`src/rtl/mix_col_seq.sv`:
```
// Iterative AES forward MixColumns engine: transforms COLS_PER_CYCLE columns per clock
// in place, with valid/ready handshakes on both the input and the output side.
module mix_col_seq #(
  parameter int COLS_PER_CYCLE = 1
) (
  input  logic         clk,
  input  logic         rst,
  input  logic         in_valid,
  output logic         in_ready,
  input  logic [127:0] in_data,
  output logic         out_valid,
  input  logic         out_ready,
  output logic [127:0] out_data
);

  generate
    if (!(COLS_PER_CYCLE == 1 || COLS_PER_CYCLE == 2 || COLS_PER_CYCLE == 4)) begin : g_bad_cpc
      $error("mix_col_seq: COLS_PER_CYCLE must be 1, 2 or 4");
    end
  endgenerate

  // A step of 4 wraps the 2-bit counter to 0, which is harmless since the state is done.
  localparam logic [1:0] STEP     = 2'(COLS_PER_CYCLE);
  localparam logic [1:0] LAST_CNT = 2'(4 - COLS_PER_CYCLE);

  typedef enum logic [1:0] {IDLE, BUSY, DONE} state_t;

  state_t           st_q, st_d;
  logic [1:0]       cnt_q, cnt_d;
  logic [3:0][31:0] dat_q, dat_d;   // word 3 holds column 0
  logic             ov_q, ov_d;
  logic [1:0]       idx;

  function automatic logic [7:0] xt(input logic [7:0] a);
    return {a[6:0], 1'b0} ^ (a[7] ? 8'h1b : 8'h00);
  endfunction

  function automatic logic [31:0] mix_col(input logic [31:0] c);
    logic [7:0] x0, x1, x2, x3;
    x0 = c[31:24];
    x1 = c[23:16];
    x2 = c[15:8];
    x3 = c[7:0];
    return {xt(x0) ^ xt(x1) ^ x1 ^ x2 ^ x3,
            x0 ^ xt(x1) ^ xt(x2) ^ x2 ^ x3,
            x0 ^ x1 ^ xt(x2) ^ xt(x3) ^ x3,
            xt(x0) ^ x0 ^ x1 ^ x2 ^ xt(x3)};
  endfunction

  always_comb begin
    st_d  = st_q;
    cnt_d = cnt_q;
    dat_d = dat_q;
    ov_d  = ov_q;
    idx   = '0;
    case (st_q)
      IDLE: begin
        if (in_valid && in_ready) begin
          dat_d = in_data;
          cnt_d = '0;
          st_d  = BUSY;
        end
      end
      BUSY: begin
        for (int i = 0; i < COLS_PER_CYCLE; i++) begin
          idx = cnt_q + 2'(i);
          dat_d[~idx] = mix_col(dat_q[~idx]);
        end
        cnt_d = cnt_q + STEP;
        if (cnt_q == LAST_CNT) begin
          st_d = DONE;
          ov_d = 1'b1;
        end
      end
      DONE: begin
        if (out_ready) begin
          ov_d = 1'b0;
          st_d = IDLE;
        end
      end
      default: st_d = IDLE;
    endcase
  end

  always_ff @(posedge clk) begin
    if (rst) begin
      st_q  <= IDLE;
      cnt_q <= '0;
      dat_q <= '0;
      ov_q  <= 1'b0;
    end else begin
      st_q  <= st_d;
      cnt_q <= cnt_d;
      dat_q <= dat_d;
      ov_q  <= ov_d;
    end
  end

  assign in_ready  = (st_q == IDLE) && !rst;
  assign out_valid = ov_q;
  assign out_data  = dat_q;

endmodule
```
`config.mk`:
```
export PLATFORM = sky130hd
export DESIGN_NAME = mix_col_seq
export DESIGN_NICKNAME = d
export VERILOG_FILES = /design/src/rtl/mix_col_seq.sv
export SDC_FILE = /design/constraint.sdc
export NUM_CORES = 1
export LEC_CHECK = 0
export ABC_AREA = 1
export CAP_MARGIN = 20
export CORE_MARGIN = 1.5
export CORE_UTILIZATION = 40
export CTS_CLUSTER_DIAMETER = 120
export DETAILED_ROUTE_END_ITERATION = 8
export GPL_ROUTABILITY_DRIVEN = 0
export PLACE_DENSITY_LB_ADDON = 0.3
export SETUP_SLACK_MARGIN = 0.1
export SLEW_MARGIN = 20
export SYNTH_ARGS = -nofsm -noshare
export SYNTH_HDL_FRONTEND = slang
export SYNTH_SLANG_ARGS = --single-unit
```
`constraint.sdc`:
```
create_clock -name clk -period 3.8 [get_ports clk]
set_input_delay 0.38 -clock clk [delete_from_list [all_inputs] [get_ports clk]]
set_output_delay 0.38 -clock clk [all_outputs]
set_load 0.005 [all_outputs]
```
==> metrics.txt, run 1 <==
# TYPE chip_impl_metric gauge
chip_impl_metric{name="first_pass_iters",unit=""} 6
chip_impl_metric{name="antennaDiodeCount",unit=""} 0
chip_impl_metric{name="grt_start_max_net_pins",unit=""} 101
chip_impl_metric{name="fmax",unit="GHz"} 0.367
chip_impl_info{name="critPathLaunchType",value="register"} 1
chip_impl_metric{name="synth_sequential_area_ratio",unit="%"} 31.3
chip_impl_info{name="rsz_0062_raised_after_global_routing",value="false"} 1
chip_impl_metric{name="cts_post_setup_buffers_inserted",unit=""} 0
chip_impl_metric{name="r2r_slack",unit="ps"} 1070
chip_impl_metric{name="report.final.setup_viol",unit=""} 0
chip_impl_metric{name="synth_compound_area_share",unit="%"} 19.7
chip_impl_metric{name="row_count",unit=""} 53
chip_impl_metric{name="met3_wirelength",unit="mm"} 3.90
chip_impl_metric{name="worst-r2r-cell-count",unit=""} 12
chip_impl_info{name="maxUsedRoutingLayer",value="met4"} 1
chip_impl_metric{name="yosysWarnings",unit=""} 0
chip_impl_metric{name="place.detailed.hpwl",unit="mm"} 25.2
chip_impl_metric{name="routedWlPerCell",unit="um"} 18.9
chip_impl_metric{name="die-width",unit="um"} 149
chip_impl_metric{name="boundaryPins",unit=""} 262
chip_impl_metric{name="start_util",unit="%"} 40.6
chip_impl_metric{name="clk-insertion-delay-late",unit="ps"} 440
chip_impl_metric{name="finalCriticalPeriod",unit="ps"} 2730
chip_impl_metric{name="die_area",unit="sq um"} 22200
chip_impl_metric{name="period_share",unit="%"} 71.7
chip_impl_metric{name="timing_hold_violations_final",unit=""} 0
chip_impl_metric{name="timing.final.max_slew_violations",unit=""} 0
chip_impl_info{name="yosys_most_used_dff",value="sky130_fd_sc_hd__dfxtp_1"} 1
chip_impl_metric{name="cts.hold.buffers_added",unit=""} 0
chip_impl_metric{name="pwr_density_cell",unit="nW/um^2"} 448
chip_impl_metric{name="globalRouteOverflowTotal",unit=""} 0
chip_impl_metric{name="routed_wl",unit="mm"} 36.3
chip_impl_metric{name="timing.critical_path.slowest_cell_delay",unit="ps"} 580
chip_impl_metric{name="clock_sink_count",unit=""} 133
chip_impl_info{name="result_of_the_run",value="finished clean"} 1
chip_impl_metric{name="cts.reportedPaths.clkPinSlew",unit="ps"} 60
chip_impl_metric{name="hold_path_depth",unit=""} 2
chip_impl_metric{name="dr_wl_met2",unit="mm"} 17.0
chip_impl_metric{name="synth_edf_count",unit=""} 0
chip_impl_info{name="mostFrequentLayoutCells",value="511 x sky130_fd_sc_hd__nand2_1, 261 x sky130_fd_sc_hd__clkdlybuf4s50_1, 233 x sky130_fd_sc_hd__a21oi_1"} 1
chip_impl_metric{name="tightestPinTransition",unit="ps"} 1080
chip_impl_info{name="hold-path-endpoint",value="out_valid"} 1
chip_impl_metric{name="synth_fa_ha_area_share",unit="%"} 0.588
chip_impl_metric{name="nNetsFinal",unit=""} 1771
chip_impl_metric{name="p_leak",unit="nW"} 5.06
chip_impl_info{name="cts_root_buffer",value="sky130_fd_sc_hd__clkbuf_16"} 1
chip_impl_metric{name="ant_nets",unit=""} 0
chip_impl_metric{name="critPathArrivalTime",unit="ps"} 3050
chip_impl_info{name="type_of_the_tightest_min_delay_check",value="reg -> reg"} 1
chip_impl_metric{name="critical_path.max_fanout",unit=""} 44
chip_impl_metric{name="synth.ff_latch_count",unit=""} 133
chip_impl_metric{name="fraction_of_synthesized_cell_area_in_xor_and_xnor_cells",unit="%"} 3.73
chip_impl_metric{name="grtUsageTotal",unit="%"} 32.1
chip_impl_metric{name="syn-cell-area",unit="sq um"} 8520
chip_impl_metric{name="grt_first_pass_wirelength",unit="mm"} 55.5
chip_impl_info{name="hp-start",value="out_valid"} 1
chip_impl_metric{name="clk_path_buf_depth",unit=""} 2
chip_impl_metric{name="cp_num_buf_inv",unit=""} 3
chip_impl_info{name="clock_tree_from_tritoncts",value="done"} 1
chip_impl_info{name="worstReg2RegEnd",value="out_data[78]"} 1
chip_impl_info{name="largest_family_of_logic_cells_by_synthesized_area",value="simple AND/OR/NAND/NOR gates"} 1
chip_impl_metric{name="synth_cells",unit=""} 1419
chip_impl_metric{name="viasPerCell",unit=""} 5.70
chip_impl_metric{name="drt-met1-wl",unit="mm"} 14.3
chip_impl_metric{name="drt_drc_violations_left",unit=""} 0
chip_impl_metric{name="worstPathRequired",unit="ps"} 4120
chip_impl_metric{name="final.hold.worst_slack",unit="ps"} 478
chip_impl_metric{name="cts_bufs_inserted",unit=""} 17
chip_impl_info{name="startpoint_of_the_worst_register_to_register_path",value="cnt_q[0]"} 1
chip_impl_metric{name="synth_nets",unit=""} 1555
chip_impl_metric{name="yosys-mux-area-fraction",unit="%"} 0
chip_impl_metric{name="post-route-util",unit="%"} 56.6
chip_impl_metric{name="async_reset_ff_share",unit="%"} 0
chip_impl_metric{name="via_count",unit=""} 11000
chip_impl_info{name="slowest_cell_on_the_critical_path",value="sky130_fd_sc_hd__inv_2"} 1
chip_impl_metric{name="die_height",unit="um"} 149
chip_impl_info{name="cpLargestDelayFamily",value="buffers and inverters"} 1
chip_impl_metric{name="syn_area_per_cell",unit="sq um"} 6.00
chip_impl_metric{name="maxCapViolations",unit=""} 0
chip_impl_metric{name="post_cts_resized",unit=""} 0
chip_impl_metric{name="finalClockSkew",unit="ps"} 7.37
chip_impl_info{name="critPathKind",value="reg -> reg"} 1
chip_impl_info{name="critPathMostFrequentCell",value="sky130_fd_sc_hd__nand2_1"} 1
chip_impl_info{name="final_common_cell",value="sky130_fd_sc_hd__nand2_1"} 1
chip_impl_metric{name="layout-area-overhead-vs-synth",unit="%"} 39.1
chip_impl_metric{name="drt_iter0_markers",unit=""} 1211
chip_impl_metric{name="setup-tns-final",unit="ps"} 0
chip_impl_metric{name="via_count_of_the_first_global_routing_pass",unit=""} 10300
chip_impl_metric{name="cts_htree_levels",unit=""} 4
chip_impl_metric{name="drive_gt1_share",unit="%"} 5.40
chip_impl_metric{name="port-buffer-count",unit=""} 261
chip_impl_metric{name="antenna_found_initial",unit=""} 0
chip_impl_metric{name="max_slew_margin",unit="%"} 28.1
chip_impl_metric{name="floorplan.core_area",unit="sq um"} 21000
chip_impl_metric{name="count_of_cell_types_in_the_netlist",unit=""} 27
chip_impl_metric{name="synth_simple_gate_area_share",unit="%"} 37.1
chip_impl_info{name="cp_cell_instances",value="inv_2 > buf_4 > nand2_1 > nand2_1 > nand2_1 > nand2_1 > xor2_1 > inv_1 > nand3_1 > nand2_1 > a21oi_1 > nor2_1"} 1
chip_impl_metric{name="power.ir.vdd_worst",unit="V"} 0.000353
chip_impl_info{name="worst_setup_path_end_kind",value="register"} 1
[cells in the mapped netlist, drive strengths merged (2+ instances only)]
| cell | count | area [sq um] |
|---|---|---|
| a21oi | 233 | 1170 |
| nand3b | 2 | 15.0 |
| xor2 | 13 | 136 |
| nand3 | 203 | 1020 |
| ha | 4 | 50.1 |
| dfxtp | 133 | 2660 |
| o21ai | 101 | 505 |
| clkinv | 2 | 7.51 |
| xnor2 | 19 | 181 |
| nor2 | 30 | 118 |
| buf | 32 | 189 |
| inv | 68 | 255 |
| clkbuf | 53 | 199 |
| nand2 | 523 | 2000 |
[routing by layer]
metal  up-vias  global-route usage (%)
met4         0                    13.1
met5         -                       0
li1       5124                       -
met2       684                    51.9
met3       105                    6.73
met1      5047                    41.6
[worst max path at each step]
stage / depth (start not counted) / endpoint / startpoint
after floorplan: 12 / out_data[101] / cnt_q[0]
after global placement: 12 / out_data[78] / cnt_q[0]
after detailed placement: 12 / out_data[78] / cnt_q[0]
after CTS: 12 / out_data[78] / cnt_q[0]
after global routing: 13 / out_data[58] / cnt_q[0]
final: 12 / out_data[78] / cnt_q[0]
[power breakdown]
group | internal (mW) | switching [mW] | leakage, nW
sequential | 1.51 | 0.116 | 1.09
clock | 0.988 | 0.690 | 0.283
combinational | 0.734 | 1.27 | 3.68
total | 3.24 | 2.08 | 5.06
[metrics by stage]
step                instances  area (sq um)  power, mW  worst slack (ps)
global placement         1891         11300       3.58              1210
floorplan                1419          8520       2.79              1960
CTS                      1923         11900       5.26              1140
global route             1923         11900       5.56               897
finish                   1923         11900       5.31              1070
detailed placement       1891         11300       3.60              1150
[cell type report]
cell class | instances | area (sq um)
Clock buffer | 18 | 439
Fill cell | 2090 | 9100
Sequential cell | 133 | 2660
Tap cell | 275 | 344
Clock inverter | 14 | 150
Inverter | 70 | 265
Timing Repair Buffer | 282 | 2780
Multi-Input combinational cell | 1131 | 5200
[cells by family (layout without fill, tap and decap cells)]
family | count (synthesis) | count (layout)
AOI/OAI and AO/OA | 335 | 335
xor gates and xnor gates | 32 | 32
adders and majority gates | 4 | 4
buffers and inverters | 155 | 384
DFF | 133 | 133
and+or+nand+nor | 760 | 760
[tightest hold or removal path: stages (launching register included)]
cell	delay [ps]
sky130_fd_sc_hd__dfxtp_1	320
sky130_fd_sc_hd__nand2_1	60
sky130_fd_sc_hd__a21oi_1	50
[flip-flops by register name (all words and copies together) (netlist names)]
register   flops
st_q           2
out_valid      1
out_data     128
cnt_q          2
No activity file was read; power rests on OpenSTA's default activity.
==> run 2: changes to the inputs <==
- clock period: 3.8 -> 2.2 ns (I/O delays scaled with it)
==> run 2 against run 1 <==
Design area grew 8.2%. Cell count is 2.8% higher. Core utilization increased by 4.7 points. Clock skew is essentially flat. Sequential share of layout area down 1.7 points. Sequential cell count is the same. First-iteration DRC count grew 4.5%. Combinational power up 100%. Wire length up 3.9%. Critical path depth unchanged. Setup slack got worse by 980 ps. Largest cell class unchanged. Highest routed layer unchanged.
==> metrics.txt, run 2 (same netlist as run 1, synthesis figures left out) <==
# TYPE chip_impl_metric gauge
chip_impl_info{name="result_of_the_run",value="finished clean"} 1
chip_impl_metric{name="floorplan.core_area",unit="sq um"} 21000
chip_impl_metric{name="place.detailed.hpwl",unit="mm"} 25.3
chip_impl_metric{name="timing.final.max_slew_violations",unit=""} 0
chip_impl_metric{name="finalCriticalPeriod",unit="ps"} 2110
chip_impl_metric{name="pwr_density_cell",unit="nW/um^2"} 767
chip_impl_metric{name="drt_drc_violations_left",unit=""} 0
chip_impl_info{name="critPathLaunchType",value="register"} 1
chip_impl_metric{name="fmax",unit="GHz"} 0.475
chip_impl_metric{name="drive_gt1_share",unit="%"} 11.8
chip_impl_metric{name="layout-area-overhead-vs-synth",unit="%"} 50.6
chip_impl_metric{name="clkPwrFrac",unit="%"} 30.5
chip_impl_metric{name="ant_nets",unit=""} 0
chip_impl_metric{name="final_area",unit="sq um"} 12800
chip_impl_metric{name="cts_bufs_inserted",unit=""} 17
chip_impl_metric{name="largest_register_ffs",unit=""} 128
chip_impl_metric{name="routedWlPerCell",unit="um"} 19.1
chip_impl_metric{name="critPathArrivalTime",unit="ps"} 2480
chip_impl_info{name="final_common_cell",value="sky130_fd_sc_hd__nand2_1"} 1
chip_impl_metric{name="layout_setup_ws",unit="ps"} 92.6
chip_impl_info{name="mostFrequentLayoutCells",value="480 x sky130_fd_sc_hd__nand2_1, 261 x sky130_fd_sc_hd__clkdlybuf4s50_1, 227 x sky130_fd_sc_hd__a21oi_1"} 1
chip_impl_metric{name="cts.hold.buffers_added",unit=""} 0
chip_impl_metric{name="via_count",unit=""} 11300
chip_impl_metric{name="grtUsageTotal",unit="%"} 32.3
chip_impl_metric{name="worstPathRequired",unit="ps"} 2570
chip_impl_info{name="worst_setup_path_end_kind",value="register"} 1
chip_impl_metric{name="p_leak",unit="nW"} 5.50
chip_impl_metric{name="viasPerCell",unit=""} 5.72
chip_impl_metric{name="port-buffer-count",unit=""} 261
chip_impl_metric{name="period_share",unit="%"} 95.8
chip_impl_metric{name="grt_first_pass_wirelength",unit="mm"} 56.0
chip_impl_metric{name="boundaryPins",unit=""} 262
chip_impl_metric{name="setup-tns-final",unit="ps"} 0
chip_impl_info{name="type_of_the_tightest_min_delay_check",value="in -> reg"} 1
chip_impl_metric{name="die_height",unit="um"} 149
chip_impl_metric{name="routed_wl",unit="mm"} 37.8
chip_impl_metric{name="die_area",unit="sq um"} 22200
chip_impl_info{name="hp-start",value="in_data[18]"} 1
chip_impl_info{name="rsz_0062_raised_after_global_routing",value="true"} 1
chip_impl_metric{name="filler_cell_count",unit=""} 1932
chip_impl_metric{name="nNetsFinal",unit=""} 1825
chip_impl_metric{name="finalClockSkew",unit="ps"} 7.68
chip_impl_metric{name="ff_latch_area",unit="sq um"} 2670
chip_impl_metric{name="clk_path_buf_depth",unit=""} 2
chip_impl_metric{name="via_count_of_the_first_global_routing_pass",unit=""} 10400
chip_impl_info{name="critPathKind",value="reg -> reg"} 1
chip_impl_metric{name="sw_frac_of_total",unit="%"} 38.3
chip_impl_info{name="slowest_cell_on_the_critical_path",value="sky130_fd_sc_hd__dfxtp_4"} 1
chip_impl_metric{name="clock_sink_count",unit=""} 133
chip_impl_metric{name="dpl_worst_slack",unit="ps"} 28.2
chip_impl_info{name="clock_tree_from_tritoncts",value="done"} 1
chip_impl_metric{name="grt_start_max_net_pins",unit=""} 132
chip_impl_metric{name="clk-insertion-delay-late",unit="ps"} 440
chip_impl_metric{name="sw_pwr",unit="mW"} 3.76
chip_impl_metric{name="power.ir.vdd_worst",unit="V"} 0.000575
chip_impl_metric{name="row_count",unit=""} 53
chip_impl_info{name="worstSetupStartpoint",value="cnt_q[0]"} 1
chip_impl_info{name="critPathMostFrequentCell",value="sky130_fd_sc_hd__nand2_1"} 1
chip_impl_metric{name="critical_path.max_fanout",unit=""} 37
chip_impl_metric{name="start_util",unit="%"} 40.6
chip_impl_metric{name="cts.reportedPaths.clkPinSlew",unit="ps"} 60
chip_impl_metric{name="worst-r2r-cell-count",unit=""} 12
chip_impl_metric{name="max_slew_margin",unit="%"} 59.7
chip_impl_metric{name="place_area",unit="sq um"} 11700
chip_impl_info{name="cts_root_buffer",value="sky130_fd_sc_hd__clkbuf_16"} 1
chip_impl_info{name="cpLargestDelayFamily",value="simple AND/OR/NAND/NOR gates"} 1
chip_impl_metric{name="timing_hold_violations_final",unit=""} 0
chip_impl_metric{name="part_of_the_power_in_registers",unit="%"} 28.6
chip_impl_metric{name="drt_iter0_markers",unit=""} 1265
chip_impl_metric{name="hold_path_depth",unit=""} 3
chip_impl_metric{name="post-route-util",unit="%"} 61.2
chip_impl_metric{name="timing.critical_path.slowest_cell_delay",unit="ps"} 390
chip_impl_metric{name="multi_input_comb_area",unit="sq um"} 5500
chip_impl_metric{name="report.final.setup_viol",unit=""} 0
chip_impl_metric{name="die-width",unit="um"} 149
chip_impl_metric{name="p_int",unit="mW"} 6.07
chip_impl_info{name="startpoint_of_the_worst_register_to_register_path",value="cnt_q[0]"} 1
chip_impl_metric{name="first_pass_iters",unit=""} 6
chip_impl_info{name="cp_cell_instances",value="buf_12 > nand2_1 > nand3_1 > nand2_2 > inv_2 > nand2_1 > nand2_1 > nand2_1 > nand2_1 > xor2_4 > nand2_1 > a21oi_1"} 1
chip_impl_metric{name="cp.depth",unit=""} 12
chip_impl_metric{name="antenna_found_initial",unit=""} 0
chip_impl_metric{name="cp_num_buf_inv",unit=""} 2
chip_impl_metric{name="antennaDiodeCount",unit=""} 0
chip_impl_metric{name="combinationalPowerShare",unit="%"} 40.9
chip_impl_metric{name="tightestPinTransition",unit="ps"} 604
chip_impl_metric{name="place_inst",unit=""} 1933
chip_impl_metric{name="maxCapViolations",unit=""} 0
chip_impl_metric{name="final_cells",unit=""} 1976
chip_impl_metric{name="globalRouteOverflowTotal",unit=""} 0
chip_impl_metric{name="cts_htree_levels",unit=""} 4
==> run 2: cell types whose count changed in the layout (fill, tap and decap cells not counted), sizes merged <==
cell,delta
buf,+52
bufinv,+1
clkbuf,+3
clkinv,+2
clkinvlp,-1
inv,-4
==> run 2: per-stage QoR <==
stage / hold WS, ps / power [mW]
after global routing: 430 / 10.3
after floorplan: 406 / 4.82
after CTS: 415 / 9.39
after detailed placement: 473 / 6.41
final: 416 / 9.84
after global placement: 463 / 6.37
==> run 2: metal layers <==
metal / vias to the layer above / GRT usage [%] / wire length (um)
li1: 5232 / - / -
met1: 5180 / 42.4 / 14500
met2: 781 / 52.0 / 17600
met3: 110 / 6.39 / 4270
met4: 0 / 13.0 / 1390
met5: - / 0 / 0
==> run 2: path summary, 6_finish.rpt <==
check | endpoint | slack (ps)
min | out_data[18] | 420
max | out_data[26] | 90
min reg2reg | out_valid | 490
max reg2reg | out_data[26] | 90
==> run 2: layout make-up <==
| type | count | area share (%) |
|---|---|---|
| well taps | 275 | 2.68 |
| inverters | 70 | 2.13 |
| clock inverters | 12 | 1.21 |
| clock buffers | 19 | 3.53 |
| repair buffers | 336 | 26.7 |
| multi-input cells | 1131 | 42.9 |
| flip-flops and latches | 133 | 20.8 |
==> run 2: power groups by stage <==
stage	clock, mW	sequential, mW	combinational (mW)
after detailed placement	0	2.85	3.56
after CTS	2.98	2.80	3.61
final	3.00	2.81	4.03
after global placement	0	2.85	3.52
after global routing	3.10	2.83	4.34
after floorplan	0	2.81	2.01
==> run 2: repair_timing <==
item,CTS,global route
gates cloned,1,2
resized for setup,5,75
pin swaps,0,6
hold endpoints to repair,0,0
setup buffers,0,9
setup endpoints to repair,22,120
==> run 2: worst reg2reg max path: cells and delay by family (launching register included) <==
kind            cells  cell delay [ps]
flops               1              390
buf+inv             2              380
simple gates        8              860
compound gates      1              130
xor+xnor            1              280
